==> src/rtl/ahbl_to_axi_pkg.sv <==
// Shared encodings, FSM state type and address-phase helpers for the
// AHB-Lite to AXI bridge.
package ahbl_to_axi_pkg;

   localparam logic [1:0] HTRANS_IDLE   = 2'b00;
   localparam logic [1:0] HTRANS_BUSY   = 2'b01;
   localparam logic [1:0] HTRANS_NONSEQ = 2'b10;
   localparam logic [1:0] HTRANS_SEQ    = 2'b11;

   localparam logic [1:0] AXI_BURST_FIXED = 2'b00;
   localparam logic [1:0] AXI_BURST_INCR  = 2'b01;
   localparam logic [1:0] AXI_BURST_WRAP  = 2'b10;

   localparam logic [1:0] AXI_RESP_OKAY   = 2'b00;
   localparam logic [1:0] AXI_RESP_EXOKAY = 2'b01;
   localparam logic [1:0] AXI_RESP_SLVERR = 2'b10;
   localparam logic [1:0] AXI_RESP_DECERR = 2'b11;

   typedef enum logic [2:0] {
      ST_IDLE,
      ST_WR_REQ,
      ST_WR_RESP,
      ST_RD_REQ,
      ST_RD_DATA,
      ST_ERR1,
      ST_ERR2
   } state_e;

   // Byte lanes of the 64-bit AXI data bus touched by an AHB transfer.
   function automatic logic [7:0] wstrb_f(input logic [2:0] size, input logic [2:0] addr);
      logic [7:0] strb;
      case (size)
         3'd0:    strb = 8'h01 << addr;
         3'd1:    strb = 8'h03 << {addr[2:1], 1'b0};
         3'd2:    strb = 8'h0F << {addr[2], 2'b00};
         default: strb = 8'h00;
      endcase
      return strb;
   endfunction

   function automatic logic bad_xfer_f(input logic [2:0] size, input logic [1:0] addr);
      return (size > 3'd2) || ((size == 3'd1) && addr[0]) || ((size == 3'd2) && (addr != 2'b00));
   endfunction

endpackage

==> src/rtl/ahbl_to_axi_bridge.sv <==
// AHB-Lite slave to AXI master bridge: one single-beat AXI transaction per AHB
// transfer, non-posted writes, two-cycle AHB ERROR on misalignment or AXI error.
module ahbl_to_axi_bridge
   import ahbl_to_axi_pkg::*;
#(
   parameter int ID_WIDTH = 5,
   parameter int AXI_ID   = 0
) (
   input  logic                HCLK,
   input  logic                HRESET,
   input  logic                HSEL,
   input  logic [31:0]         HADDR,
   input  logic [1:0]          HTRANS,
   input  logic                HWRITE,
   input  logic [2:0]          HSIZE,
   input  logic [2:0]          HBURST,
   input  logic [31:0]         HWDATA,
   input  logic                HREADY,
   output logic                HREADYOUT,
   output logic                HRESP,
   output logic [31:0]         HRDATA,
   output logic [ID_WIDTH-1:0] AWID,
   output logic [31:0]         AWADDR,
   output logic [3:0]          AWLEN,
   output logic [2:0]          AWSIZE,
   output logic [1:0]          AWBURST,
   output logic                AWVALID,
   input  logic                AWREADY,
   output logic [63:0]         WDATA,
   output logic [7:0]          WSTRB,
   output logic                WLAST,
   output logic                WVALID,
   input  logic                WREADY,
   input  logic [ID_WIDTH-1:0] BID,
   input  logic [1:0]          BRESP,
   input  logic                BVALID,
   output logic                BREADY,
   output logic [ID_WIDTH-1:0] ARID,
   output logic [31:0]         ARADDR,
   output logic [3:0]          ARLEN,
   output logic [2:0]          ARSIZE,
   output logic [1:0]          ARBURST,
   output logic                ARVALID,
   input  logic                ARREADY,
   input  logic [ID_WIDTH-1:0] RID,
   input  logic [63:0]         RDATA,
   input  logic [1:0]          RRESP,
   input  logic                RLAST,
   input  logic                RVALID,
   output logic                RREADY,
   output state_e              dbg_state_o
);

   state_e      state_q, state_d;
   logic [31:0] addr_q, addr_d;
   logic [2:0]  size_q, size_d;
   logic [7:0]  strb_q, strb_d;
   logic [31:0] wdata_q, wdata_d;
   logic [31:0] hrdata_q, hrdata_d;
   logic        aw_valid_q, aw_valid_d;
   logic        w_valid_q, w_valid_d;
   logic        ar_valid_q, ar_valid_d;
   logic        wr_first_q, wr_first_d;
   logic        sample;
   logic        unused_inputs;

   assign sample        = HSEL & HREADY & HTRANS[1];
   assign unused_inputs = ^{HBURST, BID, RID, RLAST, HTRANS[0], BRESP[0], RRESP[0]};

   always_comb begin
      state_d    = state_q;
      addr_d     = addr_q;
      size_d     = size_q;
      strb_d     = strb_q;
      wdata_d    = wdata_q;
      hrdata_d   = hrdata_q;
      aw_valid_d = aw_valid_q;
      w_valid_d  = w_valid_q;
      ar_valid_d = ar_valid_q;
      wr_first_d = wr_first_q;
      case (state_q)
         ST_IDLE, ST_ERR2: begin
            state_d = ST_IDLE;
            if (sample) begin
               addr_d = HADDR;
               size_d = HSIZE;
               strb_d = wstrb_f(HSIZE, HADDR[2:0]);
               if (bad_xfer_f(HSIZE, HADDR[1:0])) begin
                  state_d = ST_ERR1;
               end else if (HWRITE) begin
                  state_d    = ST_WR_REQ;
                  wr_first_d = 1'b1;
               end else begin
                  state_d    = ST_RD_REQ;
                  ar_valid_d = 1'b1;
               end
            end
         end
         ST_WR_REQ: begin
            // First cycle is the AHB data phase: capture HWDATA and arm both channels.
            if (wr_first_q) begin
               wdata_d    = HWDATA;
               aw_valid_d = 1'b1;
               w_valid_d  = 1'b1;
               wr_first_d = 1'b0;
            end else begin
               aw_valid_d = aw_valid_q & ~AWREADY;
               w_valid_d  = w_valid_q & ~WREADY;
               if (!aw_valid_d && !w_valid_d) state_d = ST_WR_RESP;
            end
         end
         ST_WR_RESP: begin
            if (BVALID) state_d = BRESP[1] ? ST_ERR1 : ST_IDLE;
         end
         ST_RD_REQ: begin
            if (ARREADY) begin
               ar_valid_d = 1'b0;
               state_d    = ST_RD_DATA;
            end
         end
         ST_RD_DATA: begin
            if (RVALID) begin
               hrdata_d = addr_q[2] ? RDATA[63:32] : RDATA[31:0];
               state_d  = RRESP[1] ? ST_ERR1 : ST_IDLE;
            end
         end
         ST_ERR1: state_d = ST_ERR2;
         default: state_d = ST_IDLE;
      endcase
   end

   always_ff @(posedge HCLK or posedge HRESET) begin
      if (HRESET) begin
         state_q    <= ST_IDLE;
         addr_q     <= '0;
         size_q     <= '0;
         strb_q     <= '0;
         wdata_q    <= '0;
         hrdata_q   <= '0;
         aw_valid_q <= 1'b0;
         w_valid_q  <= 1'b0;
         ar_valid_q <= 1'b0;
         wr_first_q <= 1'b0;
      end else begin
         state_q    <= state_d;
         addr_q     <= addr_d;
         size_q     <= size_d;
         strb_q     <= strb_d;
         wdata_q    <= wdata_d;
         hrdata_q   <= hrdata_d;
         aw_valid_q <= aw_valid_d;
         w_valid_q  <= w_valid_d;
         ar_valid_q <= ar_valid_d;
         wr_first_q <= wr_first_d;
      end
   end

   // AXI channels: a VALID once raised holds with stable payload until the
   // cycle its READY is seen high; READY outputs are pure functions of state.
   assign HREADYOUT   = (state_q == ST_IDLE) || (state_q == ST_ERR2);
   assign HRESP       = (state_q == ST_ERR1) || (state_q == ST_ERR2);
   assign HRDATA      = hrdata_q;
   assign AWID        = ID_WIDTH'(AXI_ID);
   assign AWADDR      = addr_q;
   assign AWLEN       = 4'd0;
   assign AWSIZE      = size_q;
   assign AWBURST     = AXI_BURST_INCR;
   assign AWVALID     = aw_valid_q;
   assign WDATA       = {wdata_q, wdata_q};
   assign WSTRB       = strb_q;
   assign WLAST       = 1'b1;
   assign WVALID      = w_valid_q;
   assign BREADY      = (state_q == ST_WR_RESP);
   assign ARID        = ID_WIDTH'(AXI_ID);
   assign ARADDR      = addr_q;
   assign ARLEN       = 4'd0;
   assign ARSIZE      = size_q;
   assign ARBURST     = AXI_BURST_INCR;
   assign ARVALID     = ar_valid_q;
   assign RREADY      = (state_q == ST_RD_DATA);
   assign dbg_state_o = state_q;

endmodule

==> config.mk <==
export PLATFORM = sky130hd
export DESIGN_NAME = ahbl_to_axi_bridge
export DESIGN_NICKNAME = d
export VERILOG_FILES = /design/src/rtl/ahbl_to_axi_pkg.sv /design/src/rtl/ahbl_to_axi_bridge.sv
export SDC_FILE = /design/constraint.sdc
export NUM_CORES = 1
export LEC_CHECK = 0
export CORE_ASPECT_RATIO = 0.6
export CORE_MARGIN = 2
export CORE_UTILIZATION = 30
export DETAILED_ROUTE_END_ITERATION = 7
export GPL_ROUTABILITY_DRIVEN = 0
export GPL_TIMING_DRIVEN = 0
export PLACE_DENSITY = 0.73
export SYNTH_ARGS = -nofsm -noshare
export SYNTH_HDL_FRONTEND = slang
export SYNTH_SLANG_ARGS = --single-unit
==> constraint.sdc <==
create_clock -name HCLK -period 3.5 [get_ports HCLK]
set_clock_uncertainty 0.05 [all_clocks]
set_input_delay 0.7 -clock HCLK [delete_from_list [all_inputs] [get_ports HCLK]]
set_output_delay 0.7 -clock HCLK [all_outputs]
set_load 0.1 [all_outputs]
==> impl_results.md <==
* Run status: complete, no violations
* CP endpoint kind: output port
* Die width at 180 um
* Final Cycle Share at 96.4%
* Iteration-0 DRC Markers at 224
* Syn-to-layout area delta at 77.5%
* Max_cap viols at 0
* Max Buffers Root-to-Sink at 2
* Slowest stage delay, CP at 1.15 ns
* Clock transition at path regs at 0.06 ns
* Seq cells post-synth at 114
* Post-CTS Resized at 0
* Largest net degree at the start of global routing at 42
* Slew headroom at 26.9%
* Skew-Pair Late Insertion Delay at 0.40 ns
* Family with the most delay on the worst path: buffers and inverters
* Cell with the most instances after synthesis: dfrtp_1
* Synth Cell Area at 5550 sq um
* TritonCTS clock tree: yes
* Root buffer cell: clkbuf_16
* Total CTS buffers at 17
* F_max at 296 MHz
* Cell taking the most area after synthesis: dfrtp_1
* DRT met1 WL at 8440 um
* Via/cell ratio at 4.22
* Die area at 19600 sq um
* Average wire per standard cell at 15.7 um
* Bufs and invs on worst path at 2
* Top Ports at 368
* Number of hold violations in the final report at 0
* Crit path time final at 3.37 ns
* Met2 WL at 8570 um
* Async set or reset register ratio after synthesis at 100%
* Final Max Slew Viols at 0
* Most frequent cells after synthesis: dfrtp_1, nand2_1, buf_4
* Dominant synthesized flop cell: dfrtp_1
* # diodes at 0
* Crit Path Class: flop to output port
* Avg Inst Size Synth at 10.1 sq um
* Initial core utilization at 30.7%
* Distinct cells, synth at 37
* Vias at 4930
* Rows at 38
* Fin nets at 1077
* Initial antenna violation count at 2
* TritonCTS Sinks at 114
* GR Overflow Total at 0
* Core ar. at 18100 sq um
* Layout fillers at 1611
* Yosys warns at 0
* Routed WL at 18400 um
* Vias in the first global route at 5011
* Antenna viol nets, final at 0
* Layout cell share with drive strength beyond 1 at 16.6%
* Chip height at 109 um
* Syn Inst Count at 548
* Pre-antenna DRT Iters at 6
* Htree depth at 4
* DRC at 0
* Placed wire-length estimate after detailed placement at 14500 um
* CP max stage cell: clkdlybuf4s50_1
* Setup Fix Bufs, Post-CTS at 0
* Crit path launch type: flop
* Min-delay worst type: flop to flop
* First-pass GRT wire length at 28200 um
* Yosys top cell area share at 51.4%
* Post-CTS Hold Buffers at 0
* Worst slew pin tran at 1.09 ns
* Seq/Total Area, Yosys at 51.4%
* Number of synthesized flops with an enable pin at 0
* CP Cell Sequence: buf_2, xor2_1, and2_1, clkdlybuf4s50_1
* Hold path start: WSTRB[4]$_DFFE_PP0P_
* Maximum net fanout on the critical path at 10
* RSZ-0062 raised after global routing: no
* Overall routing resource usage at 18.6%
* Crit Reg-Reg Startpoint: dbg_state_o[2]$_DFFE_PP0P_
* Largest cells by area after synthesis: dfrtp_1, buf_4, nand2_1
* Met3 wire length at 1190 um
* Arrival time worst endpoint at 2.62 ns
* Setup tns final at 0 ns
* Final setup violation count at 0
* Top routing layer in use: met5
* Worst path required time at 2.75 ns
* Critical Path Start: dbg_state_o[0]$_DFFE_PP0P_
* I/O Buffers at 325
registers in the layout, indices dropped and copies added (netlist names):
name and count:
ARADDR 32, ARSIZE 3, ARVALID 1, AWVALID 1
HRDATA 32, WSTRB 8, WVALID 1, dbg_state_o 3
wdata_q 32, wr_first_q 1
routing by layer:
metal	up-vias	global-route usage [%]
met1	2321	24.3
met4	4	3.89
met5	-	0
met2	179	29.7
li1	2413	-
met3	13	6.72
cell families after synthesis:
| group | synth area share (%) |
|---|---|
| AND/OR/NAND/NOR | 13.5 |
| buffers and inverters | 15.5 |
| flip-flops | 51.4 |
| multiplexers | 12.5 |
| AO/OA/AOI/OAI | 6.74 |
| XOR/XNOR | 0.316 |
| other | 0.135 |
final cells by class:
cell class	instances	area, sq um	share of cell area (%)
clock buffer	18	439	4.46
multi-input combinational	331	1920	19.5
tap	240	300	3.05
inverter	6	26.3	0.267
clock inverter	13	161	1.64
sequential	114	2850	29.0
buffer	118	835	8.48
timing repair buffer	328	3310	33.7
worst paths after layout:
check                           slack [ns]                       to  cells after the start
max in group asynchronous             2.23    ARSIZE[2]$_DFFE_PP0P_                      4
min in group asynchronous             0.48  wdata_q[28]$_DFFE_PP0P_                      2
worst min register to register        0.43     WSTRB[4]$_DFFE_PP0P_                      2
worst max-delay path                  0.13                    HRESP                      4
worst max register to register        1.35   ARADDR[31]$_DFFE_PP0P_                      6
worst min-delay path                  0.43     WSTRB[4]$_DFFE_PP0P_                      2
through the flow:
stage / setup slack (ns) / hold WS, ns / cells / utilization [%] / area [sq um]
2_1_floorplan: 0.184 / 0.503 / 569 / - / 5630
3_3_place_gp: 0.131 / 0.418 / 1134 / 50.8 / 9180
3_5_place_dp: 0.572 / 0.428 / 1137 / 51.2 / 9240
4_1_cts: 0.136 / 0.440 / 1168 / 54.5 / 9840
5_1_grt: 0.00260 / 0.457 / 1168 / 54.5 / 9840
6_report: 0.125 / 0.431 / 1168 / 54.5 / 9840
layout by cell type, fill, tap and decap left out, types with 2 or more instances in the layout:
cell type | synthesis | routed
clkdlybuf4s50_1 | 0 | 325
dfrtp_1 | 114 | 114
nand2_1 | 113 | 113
buf_4 | 94 | 94
nor2_1 | 41 | 41
a21oi_1 | 38 | 38
mux2i_1 | 33 | 33
mux2_1 | 28 | 28
conb_1 | 2 | 23
clkbuf_16 | 0 | 17
buf_2 | 13 | 13
o21ai_0 | 9 | 9
clkbuf_1 | 6 | 6
inv_1 | 6 | 5
clkinvlp_4 | 0 | 5
nand3_1 | 4 | 4
nand2b_1 | 4 | 4
mux2_2 | 4 | 4
a22o_1 | 4 | 4
buf_6 | 3 | 3
nand3b_1 | 3 | 3
and2_1 | 3 | 3
bufinv_16 | 0 | 3
clkinv_2 | 0 | 3
buf_12 | 0 | 3
xor2_1 | 2 | 2
nor3b_2 | 2 | 2
nor2b_1 | 2 | 2
o31a_1 | 2 | 2
o22ai_1 | 2 | 2
buf_1 | 2 | 2
o31ai_2 | 2 | 2
a21o_1 | 2 | 2
clkinv_4 | 0 | 2
worst register-to-register path, delay by kind of cell (launching register included):
kind | cells | cell delay (ns)
DFF | 1 | 0.47
xor gates and xnor gates | 1 | 0.23
and+or+nand+nor | 3 | 0.70
buffers and inverters | 2 | 0.64
Power is left out: the tool's default activity adds up to more than one toggle a clock period on the data nets, which glitch-free logic cannot reach.
